--- config.mk ---
export PLATFORM = sky130hd
export DESIGN_NAME = axi_r_resp_router
export DESIGN_NICKNAME = d
export VERILOG_FILES = /design/src/rtl/axi_route_pkg.sv /design/src/rtl/rr_pick.sv /design/src/rtl/axi_r_resp_router.sv
export SDC_FILE = /design/constraint.sdc
export NUM_CORES = 1
export LEC_CHECK = 0
export CAP_MARGIN = 0
export CORE_MARGIN = 1
export CORE_UTILIZATION = 30
export CTS_BUF_LIST = sky130_fd_sc_hd__clkbuf_16
export DETAILED_ROUTE_END_ITERATION = 6
export GPL_ROUTABILITY_DRIVEN = 0
export GPL_TIMING_DRIVEN = 0
export HOLD_SLACK_MARGIN = 0.15
export PLACE_DENSITY = 0.82
export SYNTH_ARGS = -nofsm -noshare
export SYNTH_HDL_FRONTEND = slang
export SYNTH_SLANG_ARGS = --single-unit
export TNS_END_PERCENT = 1
--- constraint.sdc ---
create_clock -name ACLK -period 4.8 [get_ports ACLK]
set_input_delay 0.96 -clock ACLK [delete_from_list [all_inputs] [get_ports ACLK]]
set_output_delay 0.96 -clock ACLK [all_outputs]
set_load 0.01 [all_outputs]
--- src/rtl/axi_route_pkg.sv ---
// ============================================================================
// Module : axi_route_pkg
// Shared types and constants for the AXI response routers.
// Rev    : 1.0
// ============================================================================
`default_nettype none

package axi_route_pkg;

  typedef enum logic [0:0] {
    IDLE  = 1'b0,
    BURST = 1'b1
  } state_t;

  localparam logic [3:0] MTAG_M0 = 4'h0;
  localparam logic [3:0] MTAG_M1 = 4'h1;

  localparam int IDS_W   = 8;
  localparam int IDM_W   = 4;
  localparam int DATA_W  = 32;
  localparam int RRESP_W = 2;

endpackage

`default_nettype wire

--- src/rtl/rr_pick.sv ---
// ============================================================================
// Module : rr_pick
// Combinational round-robin selector; search starts one past i_ptr and wraps.
// Rev    : 1.0
// ============================================================================
`default_nettype none

module rr_pick
  import axi_route_pkg::*;
#(
  parameter int NUM_S = 3,
  parameter int PTR_W = (NUM_S > 1) ? $clog2(NUM_S) : 1
) (
  input  logic [NUM_S-1:0] i_req,
  input  logic [PTR_W-1:0] i_ptr,
  output logic [NUM_S-1:0] o_gnt,
  output logic [PTR_W-1:0] o_gnt_idx
);

  int   w_idx;
  logic w_found;

  always_comb begin
    o_gnt     = '0;
    o_gnt_idx = '0;
    w_found   = 1'b0;
    w_idx     = 0;
    for (int i = 1; i <= NUM_S; i++) begin
      w_idx = (int'(i_ptr) + i) % NUM_S;
      if (!w_found && (|(i_req & (NUM_S'(1) << w_idx)))) begin
        w_found   = 1'b1;
        o_gnt     = NUM_S'(1) << w_idx;
        o_gnt_idx = PTR_W'(w_idx);
      end
    end
  end

endmodule

`default_nettype wire

--- src/rtl/axi_r_resp_router.sv ---
// ============================================================================
// Module : axi_r_resp_router
// Routes slave R-channel bursts back to M0/M1 by RID tag, round-robin locked.
// Rev    : 1.0
// ============================================================================
`default_nettype none

module axi_r_resp_router
  import axi_route_pkg::*;
#(
  parameter int NUM_S  = 3,
  parameter int IDS_W  = axi_route_pkg::IDS_W,
  parameter int DATA_W = axi_route_pkg::DATA_W
) (
  input  logic                      ACLK,
  input  logic                      ARESETn,
  input  logic [NUM_S*IDS_W-1:0]    RID_S,
  input  logic [NUM_S*DATA_W-1:0]   RDATA_S,
  input  logic [NUM_S*RRESP_W-1:0]  RRESP_S,
  input  logic [NUM_S-1:0]          RLAST_S,
  input  logic [NUM_S-1:0]          RVALID_S,
  output logic [NUM_S-1:0]          RREADY_S,
  output logic [IDM_W-1:0]          RID_M0,
  output logic [DATA_W-1:0]         RDATA_M0,
  output logic [RRESP_W-1:0]        RRESP_M0,
  output logic                      RLAST_M0,
  output logic                      RVALID_M0,
  input  logic                      RREADY_M0,
  output logic [IDM_W-1:0]          RID_M1,
  output logic [DATA_W-1:0]         RDATA_M1,
  output logic [RRESP_W-1:0]        RRESP_M1,
  output logic                      RLAST_M1,
  output logic                      RVALID_M1,
  input  logic                      RREADY_M1,
  output logic                      drop_err
);

  localparam int PTR_W = (NUM_S > 1) ? $clog2(NUM_S) : 1;

  state_t             r_state;
  state_t             w_state_nxt;
  logic [PTR_W-1:0]   r_rr_ptr;
  logic [PTR_W-1:0]   r_gnt;
  logic               r_drop_err;

  logic [PTR_W-1:0]   w_pick_idx;
  logic [NUM_S-1:0]   w_pick_oh;
  logic [PTR_W-1:0]   w_sel_idx;
  logic [NUM_S-1:0]   w_sel_oh;
  logic               w_any;
  logic               w_has_gnt;

  logic [IDS_W-1:0]   w_sel_rid;
  logic [DATA_W-1:0]  w_sel_data;
  logic [RRESP_W-1:0] w_sel_resp;
  logic               w_sel_last;
  logic               w_sel_valid;

  logic [3:0]         w_tag;
  logic               w_to_m0;
  logic               w_to_m1;
  logic               w_drop;
  logic               w_ready;
  logic               w_hs;

  rr_pick #(
    .NUM_S (NUM_S),
    .PTR_W (PTR_W)
  ) u_rr_pick (
    .i_req     (RVALID_S),
    .i_ptr     (r_rr_ptr),
    .o_gnt     (w_pick_oh),
    .o_gnt_idx (w_pick_idx)
  );

  // In IDLE the live pick drives the mux so a first beat passes with no added latency.
  assign w_any     = |RVALID_S;
  assign w_has_gnt = ARESETn & ((r_state == BURST) | w_any);
  assign w_sel_idx = (r_state == IDLE) ? w_pick_idx : r_gnt;
  assign w_sel_oh  = (r_state == IDLE) ? w_pick_oh : (NUM_S'(1) << r_gnt);

  always_comb begin
    w_sel_rid   = '0;
    w_sel_data  = '0;
    w_sel_resp  = '0;
    w_sel_last  = 1'b0;
    w_sel_valid = 1'b0;
    for (int k = 0; k < NUM_S; k++) begin
      if (w_sel_idx == PTR_W'(k)) begin
        w_sel_rid   = RID_S[k*IDS_W +: IDS_W];
        w_sel_data  = RDATA_S[k*DATA_W +: DATA_W];
        w_sel_resp  = RRESP_S[k*RRESP_W +: RRESP_W];
        w_sel_last  = RLAST_S[k];
        w_sel_valid = RVALID_S[k];
      end
    end
  end

  // Unmapped tags are accepted unconditionally so a stray burst cannot stall the bus.
  assign w_tag   = w_sel_rid[IDM_W +: 4];
  assign w_to_m0 = (w_tag == MTAG_M0);
  assign w_to_m1 = (w_tag == MTAG_M1);
  assign w_drop  = ~w_to_m0 & ~w_to_m1;
  assign w_ready = w_to_m0 ? RREADY_M0 : (w_to_m1 ? RREADY_M1 : 1'b1);
  assign w_hs    = w_has_gnt & w_sel_valid & w_ready;

  always_ff @(posedge ACLK or negedge ARESETn) begin
    if (!ARESETn) begin
      r_state    <= IDLE;
      r_rr_ptr   <= PTR_W'(NUM_S - 1);
      r_gnt      <= '0;
      r_drop_err <= 1'b0;
    end else begin
      r_state    <= w_state_nxt;
      r_drop_err <= w_hs & w_drop;
      if ((r_state == IDLE) && w_any) begin
        r_gnt <= w_pick_idx;
      end
      if (w_hs && w_sel_last) begin
        r_rr_ptr <= w_sel_idx;
      end
    end
  end

  always_comb begin
    w_state_nxt = r_state;
    case (r_state)
      IDLE: begin
        if (w_any && !(w_hs && w_sel_last)) begin
          w_state_nxt = BURST;
        end
      end
      BURST: begin
        if (w_hs && w_sel_last) begin
          w_state_nxt = IDLE;
        end
      end
      default: w_state_nxt = IDLE;
    endcase
  end

  always_comb begin
    RVALID_M0 = w_has_gnt & w_to_m0 & w_sel_valid;
    RVALID_M1 = w_has_gnt & w_to_m1 & w_sel_valid;
    RREADY_S  = (w_has_gnt & w_ready) ? w_sel_oh : '0;
    RID_M0    = w_has_gnt ? w_sel_rid[IDM_W-1:0] : '0;
    RID_M1    = w_has_gnt ? w_sel_rid[IDM_W-1:0] : '0;
    RDATA_M0  = w_has_gnt ? w_sel_data : '0;
    RDATA_M1  = w_has_gnt ? w_sel_data : '0;
    RRESP_M0  = w_has_gnt ? w_sel_resp : '0;
    RRESP_M1  = w_has_gnt ? w_sel_resp : '0;
    RLAST_M0  = w_has_gnt & w_sel_last;
    RLAST_M1  = w_has_gnt & w_sel_last;
  end

  assign drop_err = r_drop_err;

endmodule

`default_nettype wire

==> results of run 1 <==
## worst min path at each step
stage | slack (ps) | to | cells after the start
2_1_floorplan | 480 | r_gnt[0] | 2
3_3_place_gp | 520 | r_gnt[0] | 2
3_5_place_dp | 530 | r_gnt[0] | 2
4_1_cts | 540 | r_gnt[0] | 2
5_1_grt | 590 | r_gnt[0] | 2
6_report | 550 | r_gnt[0] | 2
## timing repair
item	in CTS	in global routing
pin swaps	7	1
buffers inserted	8	0
gates resized for setup	106	28
endpoints found under the setup margin	83	78
cloned	2	0
hold endpoints to repair	0	0
## cell type report
class	instances	area (sq um)
Buffer	62	495.5
Clock buffer	3	75.07
Clock inverter	1	3.754
Fill cell	576	2161
Inverter	3	11.26
Multi-Input combinational cell	213	1719
Sequential cell	6	151.4
Tap cell	96	120.1
Timing Repair Buffer	229	2207
## flip-flops by register name, indices dropped and copies added (netlist names)
name / count
r_gnt: 2
r_state: 1
drop_err: 1
r_rr_ptr: 2
## stage by stage
stage          cell area [sq um]  power [mW]  worst slack (ps)
6_report                    4783       2.509             67.28
5_1_grt                     4783       2.693            -73.67
4_1_cts                     4723       2.509            -182.4
3_5_place_dp                4516       2.275            -758.4
3_3_place_gp                4508       2.244            -662.5
2_1_floorplan               2196       1.393             670.2
## cells in the mapped netlist, types with 2 or more instances
library cell | number | area (sq um)
o211ai_1 | 3 | 22.52
or2_2 | 3 | 18.77
a21o_1 | 3 | 22.52
buf_4 | 40 | 300.3
dfrtp_1 | 5 | 125.1
a211oi_2 | 2 | 25.02
a22oi_1 | 38 | 285.3
inv_1 | 3 | 11.26
and2_1 | 2 | 12.51
nor4_1 | 2 | 12.51
o21ai_0 | 4 | 20.02
nor3_1 | 4 | 20.02
clkbuf_1 | 10 | 37.54
nor2b_1 | 2 | 12.51
nand3_1 | 3 | 15.01
o21a_1 | 2 | 15.01
nand2_1 | 5 | 18.77
nor2_1 | 49 | 183.9
a211oi_1 | 3 | 22.52
buf_6 | 5 | 56.30
buf_2 | 5 | 25.02
nand4bb_1 | 3 | 33.78
o31ai_1 | 2 | 15.01
ha_1 | 4 | 50.05
buf_1 | 2 | 7.510
a21oi_1 | 6 | 30.03
a211o_1 | 5 | 43.79
mux2_2 | 38 | 427.9
## worst max-delay path: stages
cell and delay [ps]:
dlygate4sd2_1 280, buf_6 150, or2_4 260, o32ai_4 230, o31ai_2 100, a211oi_2 210, buf_4 170, buf_8 140
buf_8 120, mux2_2 320, a22oi_1 140, nor2_1 80, buf_4 150, clkdlybuf4s50_1 460
## logic make-up (layout without fill, tap and decap cells)
logic type / after synthesis / count (layout) / share of synthesized area [%]
AND/OR/NAND/NOR: 85 / 85 / 20.57
AO/OA/AOI/OAI: 84 / 84 / 29.86
buffers and inverters: 65 / 298 / 19.94
multiplexers: 40 / 40 / 20.46
flip-flops: 6 / 6 / 6.895
adder cells (fa/ha/maj): 4 / 4 / 2.279
## power by group
part,switching [mW],internal (mW)
Sequential,0.0195,0.0710
Combinational,1.02,1.26
Clock,0.0306,0.108
Total,1.07,1.44
## metal layers
metal	vias up	track usage [%]	wire, microns
met5	-	0	0
met4	0	6.259	157
met3	15	4.713	909
met2	164	46.52	5164
met1	1426	28.17	3777
li1	1492	-	-
==> metrics.md, run 1 <==
| Metric | Value |
|---|---|
| Reg2Reg Launch Point | `r_rr_ptr[0]` |
| CP Launch Point | `RVALID_S[0]` |
| Synth async-reset ratio | `between 90% and 100%` |
| Max-slew violation count | `0` |
| Overall Global Routing Usage | `24.60%` |
| Wire per inst | `16.33 microns` |
| CP endpoint kind | `output pin` |
| Synthesized area | `0.002196 sq mm` |
| Sequential area share after synthesis | `6.895%` |
| Status | `complete, no violations` |
| First-pass DRT Iterations | `4` |
| Final #Nets | `658` |
| Post-route minimum period | `~4700 ps` |
| Total CTS buffers | `3` |
| Worst-path clk slew | `40 ps` |
| Maximum vdd drop | `0.0002615 V` |
| PD cells | `524.6 mW/mm^2` |
| Fin util | `approximately 70%` |
| Layout Skew | `1.906 ps` |
| Final setup viols | `0` |
| Largest net degree at the start of global routing | `11` |
| Slew of the pin with the lowest slew margin | `between 800 and 900 ps` |
| Most frequent cells in the layout | `136 x clkdlybuf4s50_1, 66 x dlygate4sd2_1, 59 x buf_4, 47 x nor2_1, 38 x mux2_2` |
| Syn_nets | `424` |
| Sum Neg Setup Slack | `0 ps` |
| Number of remaining DRC errors | `0` |
| R2R setup slack | `1330 ps` |
| Worst hold slack | `between 500 and 600 ps` |
| CTS Root Cell | `clkbuf_16` |
| IO Count | `220` |
| CTS Hold Bufs | `0` |
| Most common library cell in the layout ignoring fill and taps | `clkdlybuf4s50_1` |
| Fin crit share | `98.60%` |
| Min-delay src | `r_gnt[0]` |
| Netlist cell types | `slightly below 60` |
| Area growth from synthesis to final layout | `117.8%` |
| DIE HEIGHT | `approximately 88 microns` |
| CP arrival | `3770 ps` |
| Req. time, crit path | `about 3800 ps` |
| HP Class | `reg -> reg` |
| Total grt overflow | `0` |
| Fin cells | `between 600 and 700` |
| Syn Inst Count | `284` |
| Die ar. | `0.007666 sq mm` |
| Max-Cap Viols | `0` |
| Starting Density | `a little under a third` |
| Initial antenna violation count | `0` |
| Die Wd | `87.56 microns` |
| Syn Area/Cell | `7.732 sq um` |
| H-tree levels | `1` |
| Lkg Pwr | `2.318 nW` |
| Crit Path Class | `in -> out` |
| Share of cells above drive strength 1 | `28.43%` |
| Syn. warnings | `0` |
| Fin. Hold Viols | `0` |
| Placed cell count | `between 500 and 600` |
| # diodes | `0` |
| CP startpoint kind | `primary input` |
| Post-Route WL | `10010 microns` |
| Synthesized flop and latch total | `6` |
| Initial drt markers | `approximately 160` |
| Core area | `0.006944 sq mm` |
| Relative slew slack | `around two fifths` |
| I/O Buffers | `219` |
| First-pass GRT wire length | `~15000 microns` |
| Count of flip-flops with a built-in enable after synthesis | `0` |
| CP max FO | `10` |
| Worst skew pair latency | `230 ps` |
| Routed vias | `around 3100` |
| Cell Rows | `30` |
| Vias in the first global route | `around 3200` |
| Fmax | `0.2113 GHz` |
| Routed Antenna Nets | `0` |
| RSZ-0062 raised after global routing | `true` |
| Reg2Reg Depth | `14` |
| CTS tree | `built` |
| Num Clock Sinks | `6` |
| Synth Flop Type | `dfrtp_1` |
| R2r endpoint | `r_rr_ptr[0]` |
| Via-per-instance ratio | `5.052` |
| Clock buffer depth | `2` |
| End of the critical path | `RDATA_M1[22]` |
| Hpwl dp | `about 8000 microns` |
(Power assumes the default switching activity.)
==> inputs of run 2 (changes only) <==
--- a/config.mk
+++ b/config.mk
@@ -14,6 +14,7 @@
 export GPL_TIMING_DRIVEN = 0
 export HOLD_SLACK_MARGIN = 0.15
 export PLACE_DENSITY = 0.82
+export REMOVE_ABC_BUFFERS = 1
 export SYNTH_ARGS = -nofsm -noshare
 export SYNTH_HDL_FRONTEND = slang
 export SYNTH_SLANG_ARGS = --single-unit
==> metrics.md, run 2 (synthesis gave the netlist of run 1 again) <==
| Metric | Value |
|---|---|
| P_sw | `1.096 mW (was 1.074 mW)` |
| Routed Antenna Nets | `0 (unchanged)` |
| Layout Skew | `3.726 ps (was 1.906 ps)` |
| Maximum vdd drop | `0.0002546 V (was 0.0002615 V)` |
| Cell Rows | `30 (unchanged)` |
| Reg2Reg Launch Point | `r_rr_ptr[1] (was r_rr_ptr[0])` |
| Internal power | `1.382 mW (was 1.435 mW)` |
| HP Class | `reg -> reg (unchanged)` |
| Lkg Pwr | `1.813 nW (was 2.318 nW)` |
| Fin crit share | `100.4% (was 98.60%)` |
| Most common library cell in the layout ignoring fill and taps | `clkdlybuf4s50_1 (unchanged)` |
| First-pass DRT Iterations | `5 (was 4)` |
| Area growth from synthesis to final layout | `104.2% (was 117.8%)` |
| CTS Root Cell | `clkbuf_16 (unchanged)` |
| Relative slew slack | `61.60% (was 41.61%)` |
| Worst hold path endpoint | `r_gnt[0] (unchanged)` |
| Status | `complete, but fails checks (was complete, no violations)` |
| Overall Global Routing Usage | `26.40% (was 24.60%)` |
| Post-route minimum period | `4820 ps (was 4733 ps)` |
| FILL cells | `552 (was 576)` |
| Cell area after layout | `0.004483 sq mm (was 0.004783 sq mm)` |
| Final #Nets | `603 (was 658)` |
| I/O Buffers | `219 (unchanged)` |
| Initial antenna violation count | `0 (unchanged)` |
| Clock buffer depth | `2 (unchanged)` |
| First-pass GRT wire length | `15600 microns (was 15040 microns)` |
| R2R setup slack | `1290 ps (was 1330 ps)` |
| Wire per inst | `19.11 microns (was 16.33 microns)` |
| Num Clock Sinks | `6 (unchanged)` |
| Total grt overflow | `0 (unchanged)` |
| CP endpoint kind | `output pin (unchanged)` |
| RSZ-0062 raised after global routing | `true (unchanged)` |
| Most frequent cells in the layout | `209 x clkdlybuf4s50_1, 45 x nor2_1, 38 x mux2_2, 38 x a22oi_1, 10 x buf_4 (was 136 x clkdlybuf4s50_1, 66 x dlygate4sd2_1, 59 x buf_4, 47 x nor2_1, 38 x mux2_2)` |
| DIE HEIGHT | `87.56 microns (unchanged)` |
| Hpwl dp | `8063 microns (was 8050 microns)` |
| Top flop regs | `r_gnt: 2 flops, r_rr_ptr: 2 flops (unchanged)` |
| Die ar. | `0.007666 sq mm (unchanged)` |
| Worst hold slack | `540.0 ps (was 545.3 ps)` |
| Final setup viols | `1 (was 0)` |
| # diodes | `0 (unchanged)` |
| Clock power share | `5.5% (about the same)` |
| Reg2Reg Depth | `11 (was 14)` |
| Req. time, crit path | `3840 ps (about the same)` |
| H-tree levels | `1 (unchanged)` |
| Slew of the pin with the lowest slew margin | `569.8 ps (was 866.3 ps)` |
| Die Wd | `87.56 microns (unchanged)` |
| Placed cell area | `0.004204 sq mm (was 0.004516 sq mm)` |
| Via-per-instance ratio | `5.305 (was 5.052)` |
| IO Count | `220 (unchanged)` |
| Hold Path Stages | `2 (unchanged)` |
| PD cells | `552.8 mW/mm^2 (was 524.6 mW/mm^2)` |
| Crit Path Class | `in -> out (unchanged)` |
| R2r endpoint | `r_rr_ptr[0] (unchanged)` |
| Vias in the first global route | `3178 (was 3157)` |
| Largest net degree at the start of global routing | `37 (was 11)` |
| Initial drt markers | `161 (was 162)` |
| Worst skew pair latency | `230 ps (about the same)` |
| Failing checks | `setup timing` |
| Max-slew violation count | `0 (unchanged)` |
| CTS Hold Bufs | `0 (unchanged)` |
| Worst-path clk slew | `30 ps (was 40 ps)` |
| Min-delay src | `r_gnt[0] (unchanged)` |
| CP startpoint kind | `primary input (unchanged)` |
| Share of cells above drive strength 1 | `20.13% (was 28.43%)` |
| CP arrival | `3860 ps (was 3770 ps)` |
| Final setup margin | `-20.39 ps (was 67.28 ps)` |
| Comb power frac | `90.4% (was 90.9%)` |
| Fin. Hold Viols | `0 (unchanged)` |
| Number of remaining DRC errors | `0 (unchanged)` |
| Fmax | `0.2075 GHz (was 0.2113 GHz)` |
| Post-Route WL | `10670 microns (was 10010 microns)` |
| Share of power burned in registers | `4.1% (was 3.6%)` |
| Core area | `0.006944 sq mm (unchanged)` |
| Starting Density | `31.62% (unchanged)` |
| Routed vias | `2960 (was 3097)` |
| Total CTS buffers | `3 (unchanged)` |
| CP max FO | `12 (was 10)` |
| CTS tree | `built (unchanged)` |
| Max-Cap Viols | `0 (unchanged)` |
| Switching Share | `44.23% (was 42.82%)` |
## run 2: cell count changes in the layout (fill, tap and decap cells not counted), sizes merged
| cell | previous run | this run |
|---|---|---|
| buf | 70 | 16 |
| clkbuf | 12 | 4 |
| clkdlybuf4s50 | 136 | 209 |
| dlymetal6s2s | 8 | 6 |
| bufbuf | 1 | 0 |
| dlygate4sd2 | 66 | 1 |
| nand2 | 6 | 8 |
## run 2: per-layer routing
metal	up-vias	wire [microns]	track usage, %
met4	0	377	11.33
li1	1378	-	-
met5	-	0	0
met3	29	698	6.032
met1	1403	3991	29.15
met2	150	5597	48.37
## run 2: power by group through the flow
stage	Clock, mW	Sequential, mW	Combinational [mW]
global placement	0	0.0968	1.92
CTS	0.139	0.100	2.19
finish	0.136	0.101	2.24
detailed placement	0	0.0997	2.01
global route	0.143	0.104	2.38
floorplan	0	0.0917	1.06
## run 2: how the worst max path moves through the flow
stage               slack (ps)  cells after the start          end         from
finish                     -20                     11    RVALID_M1  RVALID_S[2]
global route              -120                     11    RVALID_M1  RVALID_S[2]
CTS                       -140                     12  RREADY_S[2]  RVALID_S[0]
detailed placement       -1140                     11  RREADY_S[0]  RVALID_S[0]
global placement         -5550                     10  RREADY_S[0]  RVALID_S[0]
floorplan                -1860                      8  RREADY_S[0]  RVALID_S[0]
## run 2: per-stage QoR
| step | setup WS, ps | util, % | total power [mW] | instances | TNS [ps] |
|---|---|---|---|---|---|
| after floorplan | -1861 | - | 1.157 | 222 | -116560 |
| after global placement | -5549 | 58.77 | 2.019 | 537 | -441760 |
| after detailed placement | -1138 | 60.54 | 2.114 | 545 | -60260 |
| after CTS | -144.6 | 63.69 | 2.433 | 556 | -1444 |
| after global routing | -123.2 | 64.56 | 2.625 | 558 | -1501 |
| final | -20.39 | 64.56 | 2.478 | 558 | -20.39 |
## run 2: cell type report
type                       instances  area, sq um  share of cell area (%)
sequential                         6        151.4                   3.377
clock inverter                     1        3.754                 0.08373
tap                               96        120.1                   2.679
inverter                           3        11.26                  0.2512
multi-input combinational        215         1747                   38.96
timing repair buffer             234         2375                   52.97
clock buffer                       3        75.07                   1.675
## run 2: repair_timing
item	4_1_cts	5_1_grt
setup buffers	5	2
cloned	2	0
pin swaps	5	3
gates resized for setup	17	18
endpoints found under the setup margin	83	81
## run 2: critical path, cell delays in order
cell,delay (ps)
clkdlybuf4s15_2,290
and2_4,210
a211o_1,320
a2111o_2,560
nand2_8,150
nor4b_4,220
o31ai_2,110
buf_4,180
a21o_1,160
nor2b_1,120
clkdlybuf4s50_1,560
